$ cat src/rtl/vpi_pub_access_sched_if.sv
// Request/response bus between the requester agents and the public-bank scheduler.
// Requesters drive the packed per-requester slices; the scheduler grants and answers.
interface vpi_pub_access_sched_if #(
    parameter int NREQ = 2,
    parameter int DW   = 24,
    parameter int IDW  = 3
) ();
    logic [NREQ-1:0]    req_valid;
    logic [NREQ-1:0]    req_write;
    logic [NREQ*3-1:0]  req_addr;
    logic [NREQ*DW-1:0] req_wdata;
    logic [NREQ-1:0]    req_gnt;
    logic               rsp_valid;
    logic               rsp_ready;
    logic [IDW-1:0]     rsp_id;
    logic [DW-1:0]      rsp_rdata;
    logic               rsp_err;

    modport master (
        output req_valid, req_write, req_addr, req_wdata, rsp_ready,
        input  req_gnt, rsp_valid, rsp_id, rsp_rdata, rsp_err
    );

    modport slave (
        input  req_valid, req_write, req_addr, req_wdata, rsp_ready,
        output req_gnt, rsp_valid, rsp_id, rsp_rdata, rsp_err
    );
endinterface

$ cat src/rtl/vpi_pub_access_sched.sv
// Round-robin scheduler serialising NREQ requesters onto the small public register
// bank; one access per grant, one response per access (IDLE -> XFER -> RESP).
module vpi_pub_access_sched #(
    parameter int NREQ = 2,
    parameter int DW   = 24,
    parameter int IDW  = 3
) (
    input  logic                  clk,
    input  logic                  rst,
    vpi_pub_access_sched_if.slave bus,
    input  logic [15:0]           testin,
    output logic                  onebit,
    output logic [1:0]            twoone,
    output logic                  onetwo_1,
    output logic                  onetwo_2,
    output logic [1:0]            ftto_3,
    output logic [1:0]            ftto_4,
    output logic [23:0]           testout
);

    typedef enum logic [1:0] {
        IDLE = 2'd0,
        XFER = 2'd1,
        RESP = 2'd2
    } state_t;

    state_t         state_reg, state_next;
    logic [IDW-1:0] ptr_reg, ptr_next;
    logic [IDW-1:0] id_reg, id_next;
    logic           write_reg, write_next;
    logic [2:0]     addr_reg, addr_next;
    logic [DW-1:0]  wdata_reg, wdata_next;

    logic [IDW-1:0] rsp_id_reg, rsp_id_next;
    logic [DW-1:0]  rsp_rdata_reg, rsp_rdata_next;
    logic           rsp_err_reg, rsp_err_next;

    logic           onebit_reg, onebit_next;
    logic [1:0]     twoone_reg, twoone_next;
    logic           onetwo_1_reg, onetwo_1_next;
    logic           onetwo_2_reg, onetwo_2_next;
    logic [1:0]     ftto_3_reg, ftto_3_next;
    logic [1:0]     ftto_4_reg, ftto_4_next;
    logic [23:0]    testout_reg, testout_next;

    // Per-requester views of the packed request buses
    logic [2:0]     addr_arr  [NREQ];
    logic [DW-1:0]  wdata_arr [NREQ];

    genvar gi;
    generate
        for (gi = 0; gi < NREQ; gi++) begin : g_req
            assign addr_arr[gi]    = bus.req_addr[gi*3 +: 3];
            assign wdata_arr[gi]   = bus.req_wdata[gi*DW +: DW];
            assign bus.req_gnt[gi] = (state_reg == XFER) && (id_reg == IDW'(gi));
        end
    endgenerate

    // Arbiter: first valid at or after the pointer, then wrap to the low indices
    logic           found;
    logic [IDW-1:0] pick;
    logic           sel_write;
    logic [2:0]     sel_addr;
    logic [DW-1:0]  sel_wdata;

    always_comb begin
        found = 1'b0;
        pick  = '0;
        for (int j = 0; j < NREQ; j++) begin
            if (!found && bus.req_valid[j] && (IDW'(j) >= ptr_reg)) begin
                found = 1'b1;
                pick  = IDW'(j);
            end
        end
        for (int j = 0; j < NREQ; j++) begin
            if (!found && bus.req_valid[j]) begin
                found = 1'b1;
                pick  = IDW'(j);
            end
        end
    end

    always_comb begin
        sel_write = 1'b0;
        sel_addr  = '0;
        sel_wdata = '0;
        for (int j = 0; j < NREQ; j++) begin
            if (pick == IDW'(j)) begin
                sel_write = bus.req_write[j];
                sel_addr  = addr_arr[j];
                sel_wdata = wdata_arr[j];
            end
        end
    end

    // Zero-extended read view of the latched address
    logic [DW-1:0] rd_mux;

    always_comb begin
        rd_mux = '0;
        case (addr_reg)
            3'd0: rd_mux[0]     = onebit_reg;
            3'd1: rd_mux[1:0]   = twoone_reg;
            3'd2: rd_mux[0]     = onetwo_1_reg;
            3'd3: rd_mux[0]     = onetwo_2_reg;
            3'd4: rd_mux[1:0]   = ftto_3_reg;
            3'd5: rd_mux[1:0]   = ftto_4_reg;
            3'd6: rd_mux[23:0]  = testout_reg;
            default: rd_mux[15:0] = testin;
        endcase
    end

    always_comb begin
        state_next     = state_reg;
        ptr_next       = ptr_reg;
        id_next        = id_reg;
        write_next     = write_reg;
        addr_next      = addr_reg;
        wdata_next     = wdata_reg;
        rsp_id_next    = rsp_id_reg;
        rsp_rdata_next = rsp_rdata_reg;
        rsp_err_next   = rsp_err_reg;
        onebit_next    = onebit_reg;
        twoone_next    = twoone_reg;
        onetwo_1_next  = onetwo_1_reg;
        onetwo_2_next  = onetwo_2_reg;
        ftto_3_next    = ftto_3_reg;
        ftto_4_next    = ftto_4_reg;
        testout_next   = testout_reg;

        case (state_reg)
            IDLE: begin
                if (found) begin
                    id_next    = pick;
                    write_next = sel_write;
                    addr_next  = sel_addr;
                    wdata_next = sel_wdata;
                    state_next = XFER;
                end
            end
            XFER: begin
                ptr_next       = (id_reg == IDW'(NREQ - 1)) ? '0 : id_reg + IDW'(1);
                rsp_id_next    = id_reg;
                rsp_err_next   = write_reg && (addr_reg == 3'd7);
                rsp_rdata_next = write_reg ? '0 : rd_mux;
                if (write_reg) begin
                    case (addr_reg)
                        3'd0: onebit_next   = wdata_reg[0];
                        3'd1: twoone_next   = wdata_reg[1:0];
                        3'd2: onetwo_1_next = wdata_reg[0];
                        3'd3: onetwo_2_next = wdata_reg[0];
                        3'd4: ftto_3_next   = wdata_reg[1:0];
                        3'd5: ftto_4_next   = wdata_reg[1:0];
                        3'd6: testout_next  = wdata_reg[23:0];
                        default: ;  // testin is read-only; flagged via rsp_err
                    endcase
                end
                state_next = RESP;
            end
            RESP: begin
                if (bus.rsp_ready) begin
                    state_next = IDLE;
                end
            end
            default: state_next = IDLE;
        endcase
    end

    always_ff @(posedge clk) begin
        if (rst) begin
            state_reg     <= IDLE;
            ptr_reg       <= '0;
            id_reg        <= '0;
            write_reg     <= 1'b0;
            addr_reg      <= '0;
            wdata_reg     <= '0;
            rsp_id_reg    <= '0;
            rsp_rdata_reg <= '0;
            rsp_err_reg   <= 1'b0;
            onebit_reg    <= 1'b0;
            twoone_reg    <= '0;
            onetwo_1_reg  <= 1'b0;
            onetwo_2_reg  <= 1'b0;
            ftto_3_reg    <= '0;
            ftto_4_reg    <= '0;
            testout_reg   <= '0;
        end else begin
            state_reg     <= state_next;
            ptr_reg       <= ptr_next;
            id_reg        <= id_next;
            write_reg     <= write_next;
            addr_reg      <= addr_next;
            wdata_reg     <= wdata_next;
            rsp_id_reg    <= rsp_id_next;
            rsp_rdata_reg <= rsp_rdata_next;
            rsp_err_reg   <= rsp_err_next;
            onebit_reg    <= onebit_next;
            twoone_reg    <= twoone_next;
            onetwo_1_reg  <= onetwo_1_next;
            onetwo_2_reg  <= onetwo_2_next;
            ftto_3_reg    <= ftto_3_next;
            ftto_4_reg    <= ftto_4_next;
            testout_reg   <= testout_next;
        end
    end

    assign bus.rsp_valid = (state_reg == RESP);
    assign bus.rsp_id    = rsp_id_reg;
    assign bus.rsp_rdata = rsp_rdata_reg;
    assign bus.rsp_err   = rsp_err_reg;

    assign onebit   = onebit_reg;
    assign twoone   = twoone_reg;
    assign onetwo_1 = onetwo_1_reg;
    assign onetwo_2 = onetwo_2_reg;
    assign ftto_3   = ftto_3_reg;
    assign ftto_4   = ftto_4_reg;
    assign testout  = testout_reg;

endmodule
$ cat src/flat_wrapper.sv
// flat-port wrapper written by rule: the top's interface ports become plain ports
module vpi_pub_access_sched_flat 
#(
    parameter int NREQ = 2,
    parameter int DW   = 24,
    parameter int IDW  = 3
)
  (clk, rst, testin, onebit, twoone, onetwo_1, onetwo_2, ftto_3, ftto_4, testout, bus_req_valid, bus_req_write, bus_req_addr, bus_req_wdata, bus_rsp_ready, bus_req_gnt, bus_rsp_valid, bus_rsp_id, bus_rsp_rdata, bus_rsp_err);
  vpi_pub_access_sched_if #(.NREQ(NREQ), .DW(DW), .IDW(IDW)) bus_i ();
  input  logic clk;
  input  logic rst;
  input  logic [15:0] testin;
  output logic onebit;
  output logic [1:0] twoone;
  output logic onetwo_1;
  output logic onetwo_2;
  output logic [1:0] ftto_3;
  output logic [1:0] ftto_4;
  output logic [23:0] testout;
  input wire logic [$bits(bus_i.req_valid)-1:0] bus_req_valid;
  input wire logic [$bits(bus_i.req_write)-1:0] bus_req_write;
  input wire logic [$bits(bus_i.req_addr)-1:0] bus_req_addr;
  input wire logic [$bits(bus_i.req_wdata)-1:0] bus_req_wdata;
  input wire logic [$bits(bus_i.rsp_ready)-1:0] bus_rsp_ready;
  output wire logic [$bits(bus_i.req_gnt)-1:0] bus_req_gnt;
  output wire logic [$bits(bus_i.rsp_valid)-1:0] bus_rsp_valid;
  output wire logic [$bits(bus_i.rsp_id)-1:0] bus_rsp_id;
  output wire logic [$bits(bus_i.rsp_rdata)-1:0] bus_rsp_rdata;
  output wire logic [$bits(bus_i.rsp_err)-1:0] bus_rsp_err;
  assign bus_i.req_valid = bus_req_valid;
  assign bus_i.req_write = bus_req_write;
  assign bus_i.req_addr = bus_req_addr;
  assign bus_i.req_wdata = bus_req_wdata;
  assign bus_i.rsp_ready = bus_rsp_ready;
  assign bus_req_gnt = bus_i.req_gnt;
  assign bus_rsp_valid = bus_i.rsp_valid;
  assign bus_rsp_id = bus_i.rsp_id;
  assign bus_rsp_rdata = bus_i.rsp_rdata;
  assign bus_rsp_err = bus_i.rsp_err;
  vpi_pub_access_sched #(.NREQ(NREQ), .DW(DW), .IDW(IDW)) u_core (.clk(clk), .rst(rst), .bus(bus_i), .testin(testin), .onebit(onebit), .twoone(twoone), .onetwo_1(onetwo_1), .onetwo_2(onetwo_2), .ftto_3(ftto_3), .ftto_4(ftto_4), .testout(testout));
endmodule
$ cat config.mk
export PLATFORM = sky130hd
export DESIGN_NAME = vpi_pub_access_sched_flat
export DESIGN_NICKNAME = d
export VERILOG_FILES = /design/src/rtl/vpi_pub_access_sched_if.sv /design/src/rtl/vpi_pub_access_sched.sv /design/src/flat_wrapper.sv
export SDC_FILE = /design/constraint.sdc
export NUM_CORES = 1
export LEC_CHECK = 0
export BUFFER_PORTS_ARGS = -buffer_cell sky130_fd_sc_hd__buf_2
export CAP_MARGIN = 20
export CORE_MARGIN = 2
export CORE_UTILIZATION = 45
export DETAILED_ROUTE_END_ITERATION = 8
export GPL_TIMING_DRIVEN = 1
export PLACE_DENSITY = 0.8
export SKIP_LAST_GASP = 1
export SYNTH_ARGS = -nofsm -noshare
export SYNTH_HDL_FRONTEND = slang
export SYNTH_SLANG_ARGS = --single-unit
$ cat constraint.sdc
create_clock -name clk -period 1.8 [get_ports clk]
set_input_delay 0.27 -clock clk [delete_from_list [all_inputs] [get_ports clk]]
set_output_delay 0.27 -clock clk [all_outputs]
set_load 0.02 [all_outputs]
==> run summary <==
CLOCK TREE
-----------------------------------------------------------------------------------------------
Maximum clock path buffer count                                                               2
H-tree lvl count                                                                              3
Clock tree from TritonCTS                                                                   yes
Root cell of the clock tree                                                        sky130_fd_sc_hd__clkbuf_8
Source-to-sink clock delay at the later pin of the worst-skew pair                       360 ps
Num CTS Buffers                                                                               9
Post-CTS setup-driven buffer insertion count                                                  0
Clock input transition at the sequential cells of the worst setup and hold paths          90 ps
Number of clock sinks seen by CTS                                                            91

LOGIC SYNTHESIS
-----------------------------------------------------------------------------------------------
Predominant post-synthesis flop cell                                               sky130_fd_sc_hd__dfxtp_1
Sequential element share of the synthesized area                                         0.4949
Fraction of synthesis flops using an asynchronous set or reset pin                            0
Syn Inst Count                                                                              409
Yosys Warn Count                                                                              0
Number of flops mapped to enable cells by yosys                                               0
Synth Register Bits                                                                          91
Netlist area before placement                                                          3681 um2
Distinct cell type count after synthesis                                                     31
Mean area per synthesized cell                                                        9.000 um2

CRITICAL PATH
-----------------------------------------------------------------------------------------------
Kind of capture point of the worst setup path                                        output pin
Slack of the worst reg-to-reg path                                                       160 ps
Highest-delay cell along the critical path                                         sky130_fd_sc_hd__dfxtp_1
Largest delay share family, worst path                                             simple AND/OR/NAND/NOR gates
Critical path data arrival time                                                         1380 ps
Category of the worst setup path launch point                                         flip-flop
Classification of the worst setup path                                               reg -> out
Sequence of cells on the critical path                                             nand2b_2 -> nor2_1 -> buf_2
Data required time of the worst path                                                    1530 ps
Largest stage delay on the critical path                                                 340 ps
Peak fanout along the critical path                                                           9
Worst path bufs/invs                                                                          1

GRT
-----------------------------------------------------------------------------------------------
Global router's overall resource usage                                                   0.2159
Global-route congestion overflow total                                                        0
Number of antenna violations at the first check in global routing                             1
Global-route wire length before repair                                                 15050 um
Via count of the first global-routing pass                                                 3161
Largest net degree at the start of global routing                                            50

FLOORPLAN
-----------------------------------------------------------------------------------------------
Width of the die                                                                       94.45 um
Num rows                                                                                     32
Top-level port count                                                                        141
Starting utilization of the core area                                                    0.4715
Die outline height                                                                     94.45 um
Placeable core area                                                                    7807 um2
Die area                                                                               8920 um2

FINAL LAYOUT
-----------------------------------------------------------------------------------------------
Share of final-layout standard cells stronger than drive strength 1                      0.3303
Layout net count                                                                            617
Synthesis-to-finish area growth                                                          27.46%

ROUTE
-----------------------------------------------------------------------------------------------
Via density                                                                               5.296
Via count                                                                                  3432
Number of nets with antenna violations after routing                                          0
Initial DRC Count                                                                           326
Count of TritonRoute iterations in the first routing pass                                     9
DRC                                                                                           2
Total Routed Length                                                                     9620 um
Mean routed wirelength per cell                                                        14.85 um

PLACEMENT
-----------------------------------------------------------------------------------------------
Number of port buffers                                                                      138
Post-detail-place hpwl                                                                  7075 um
Post-place setup slack                                                                 82.99 ps
Global placer's final weighted congestion                                                0.8708

RUN STATUS
-----------------------------------------------------------------------------------------------
Status                                                                             finished with violations
Violated checks                                                                             DRC

TIMING
-----------------------------------------------------------------------------------------------
Relative max-transition margin                                                           0.6036
Minimum setup slack in the final design                                                153.8 ps
Number of failing hold endpoints at the final stage                                           0
Transition time at the pin with the least slew margin                                  593.9 ps
Post-route clock skew                                                                  15.00 ps
Number of setup violations in the final report                                                0
TNS Setup                                                                                  0 ps
Number of max-slew violations in the final report                                             0
Achievable clock frequency                                                            607.4 MHz
Setup repair after global routing missed its margin                                       false
Final Critical Period                                                                   1646 ps
Period Utilization, post-route                                                           0.9146

JOB
-----------------------------------------------------------------------------------------------
Maxcap violations                                                                             0

PWR
-----------------------------------------------------------------------------------------------
Worst-case vdd ir drop                                                                 331.6 uV
Cell area power density                                                            853.9 nW/um2
P_leak                                                                                 2.191 nW

HOLD PATH
-----------------------------------------------------------------------------------------------
HP Class                                                                              in -> reg

==> routing by layer <==
layer / wire length, um / track usage
met1: 4076 / 0.2856
met2: 4605 / 0.3440
met3: 705 / 0.03751
met4: 233 / 0.1014
met5: 0 / 0
==> logic make-up after synthesis <==
logic type,after synthesis,synth area share
multiplexers,39,0.1060
other,1,0.001019
buffers and inverters,39,0.05133
flip-flops,91,0.4949
AO/OA/AOI/OAI,90,0.1713
AND/OR/NAND/NOR,149,0.1754
==> layout make-up <==
type	instances	area [um2]
Fill cell	702	3115
Sequential cell	91	1823
Multi-Input combinational cell	280	1695
Timing Repair Buffer	156	850.8
Clock buffer	10	137.6
Tap cell	102	127.6
Clock inverter	6	47.55
Inverter	2	7.507
Antenna cell	1	2.502
==> tightest hold or removal path, cell delays in order <==
cell and delay [ps]:
sky130_fd_sc_hd__buf_2 80, sky130_fd_sc_hd__a222oi_1 50, sky130_fd_sc_hd__nor2_1 80
==> per-stage QoR <==
step           total power (W)    util  area (um2)  instances  hold slack [ps]
2_1_floorplan         0.002545       -        3685        410            420.4
3_3_place_gp          0.002728  0.5761        4498        631            436.6
3_5_place_dp          0.002750  0.5761        4498        631            442.0
4_1_cts               0.004020  0.6002        4686        647            157.2
5_1_grt               0.004170  0.6010        4692        648            176.7
6_report              0.004007  0.6010        4692        648            166.8
==> final timing paths <==
path,from,to,cells after the start
hold / removal,testin[2],u_core.bus.rsp_rdata[2]$_SDFFE_PP0N_,3
setup / recovery,u_core.state_reg[1]$_SDFFE_PP0P_,bus_req_gnt[1],3
setup reg to reg,u_core.write_reg$_SDFFE_PP0P_,u_core.testout[21]$_SDFFE_PP0P_,5
hold reg to reg,u_core.wdata_reg[20]$_SDFFE_PP0P_,u_core.testout[20]$_SDFFE_PP0P_,2
==> power breakdown <==
group	internal, W	switching, W	leakage (nW)
sequential	0.00210	0.0000684	0.741
clock	0.000555	0.000742	0.0937
combinational	0.000235	0.000304	1.36
==> cell usage after synthesis (2+ instances only) <==
master,number,area (um2)
sky130_fd_sc_hd__nand2b_1,4,25.02
sky130_fd_sc_hd__inv_1,2,7.510
sky130_fd_sc_hd__o21ai_0,6,30.03
sky130_fd_sc_hd__nand3b_1,2,15.01
sky130_fd_sc_hd__buf_2,10,50.05
sky130_fd_sc_hd__a22oi_1,8,60.06
sky130_fd_sc_hd__nor2_1,71,266.5
sky130_fd_sc_hd__nor3_1,3,15.01
sky130_fd_sc_hd__nor4_1,2,12.51
sky130_fd_sc_hd__dfxtp_1,91,1822
sky130_fd_sc_hd__nand3_1,3,15.01
sky130_fd_sc_hd__clkbuf_1,21,78.83
sky130_fd_sc_hd__a211oi_1,28,210.2
sky130_fd_sc_hd__nand2_1,55,206.5
sky130_fd_sc_hd__nor2b_1,4,25.02
sky130_fd_sc_hd__mux2i_1,39,390.4
sky130_fd_sc_hd__buf_4,4,30.03
sky130_fd_sc_hd__a21oi_1,29,145.1
sky130_fd_sc_hd__buf_6,2,22.52
sky130_fd_sc_hd__a222oi_1,14,140.1
==> cells in the final DEF, fill, tap and decap left out, drive strengths merged <==
master,synthesis,final
or4,1,1
a211o,1,1
nor3,3,3
clkbuf,21,10
mux2i,39,39
nand4bb,1,1
clkinvlp,0,1
diode,0,1
nand2,55,55
or4b,1,1
nand2b,4,4
buf,16,156
a211oi,28,28
dfxtp,91,91
nand3b,2,2
o32ai,1,1
a21oi,29,29
and4bb,1,1
nor2b,4,4
inv,2,5
nor4,2,2
a32oi,1,1
nor2,71,71
a311oi,1,1
clkinv,0,2
conb,1,2
o21ai,6,6
a222oi,14,14
nand3,3,3
nor4b,1,1
a22oi,8,8
a21bo,1,1
==> what timing repair did <==
item / 4_1_cts / 5_1_grt
endpoints found under the hold margin: 0 / 0
setup endpoints to repair: 1 / 23
hold buffers: 0 / 0
gates resized for setup: 1 / 2
(Power assumes the default switching activity.)
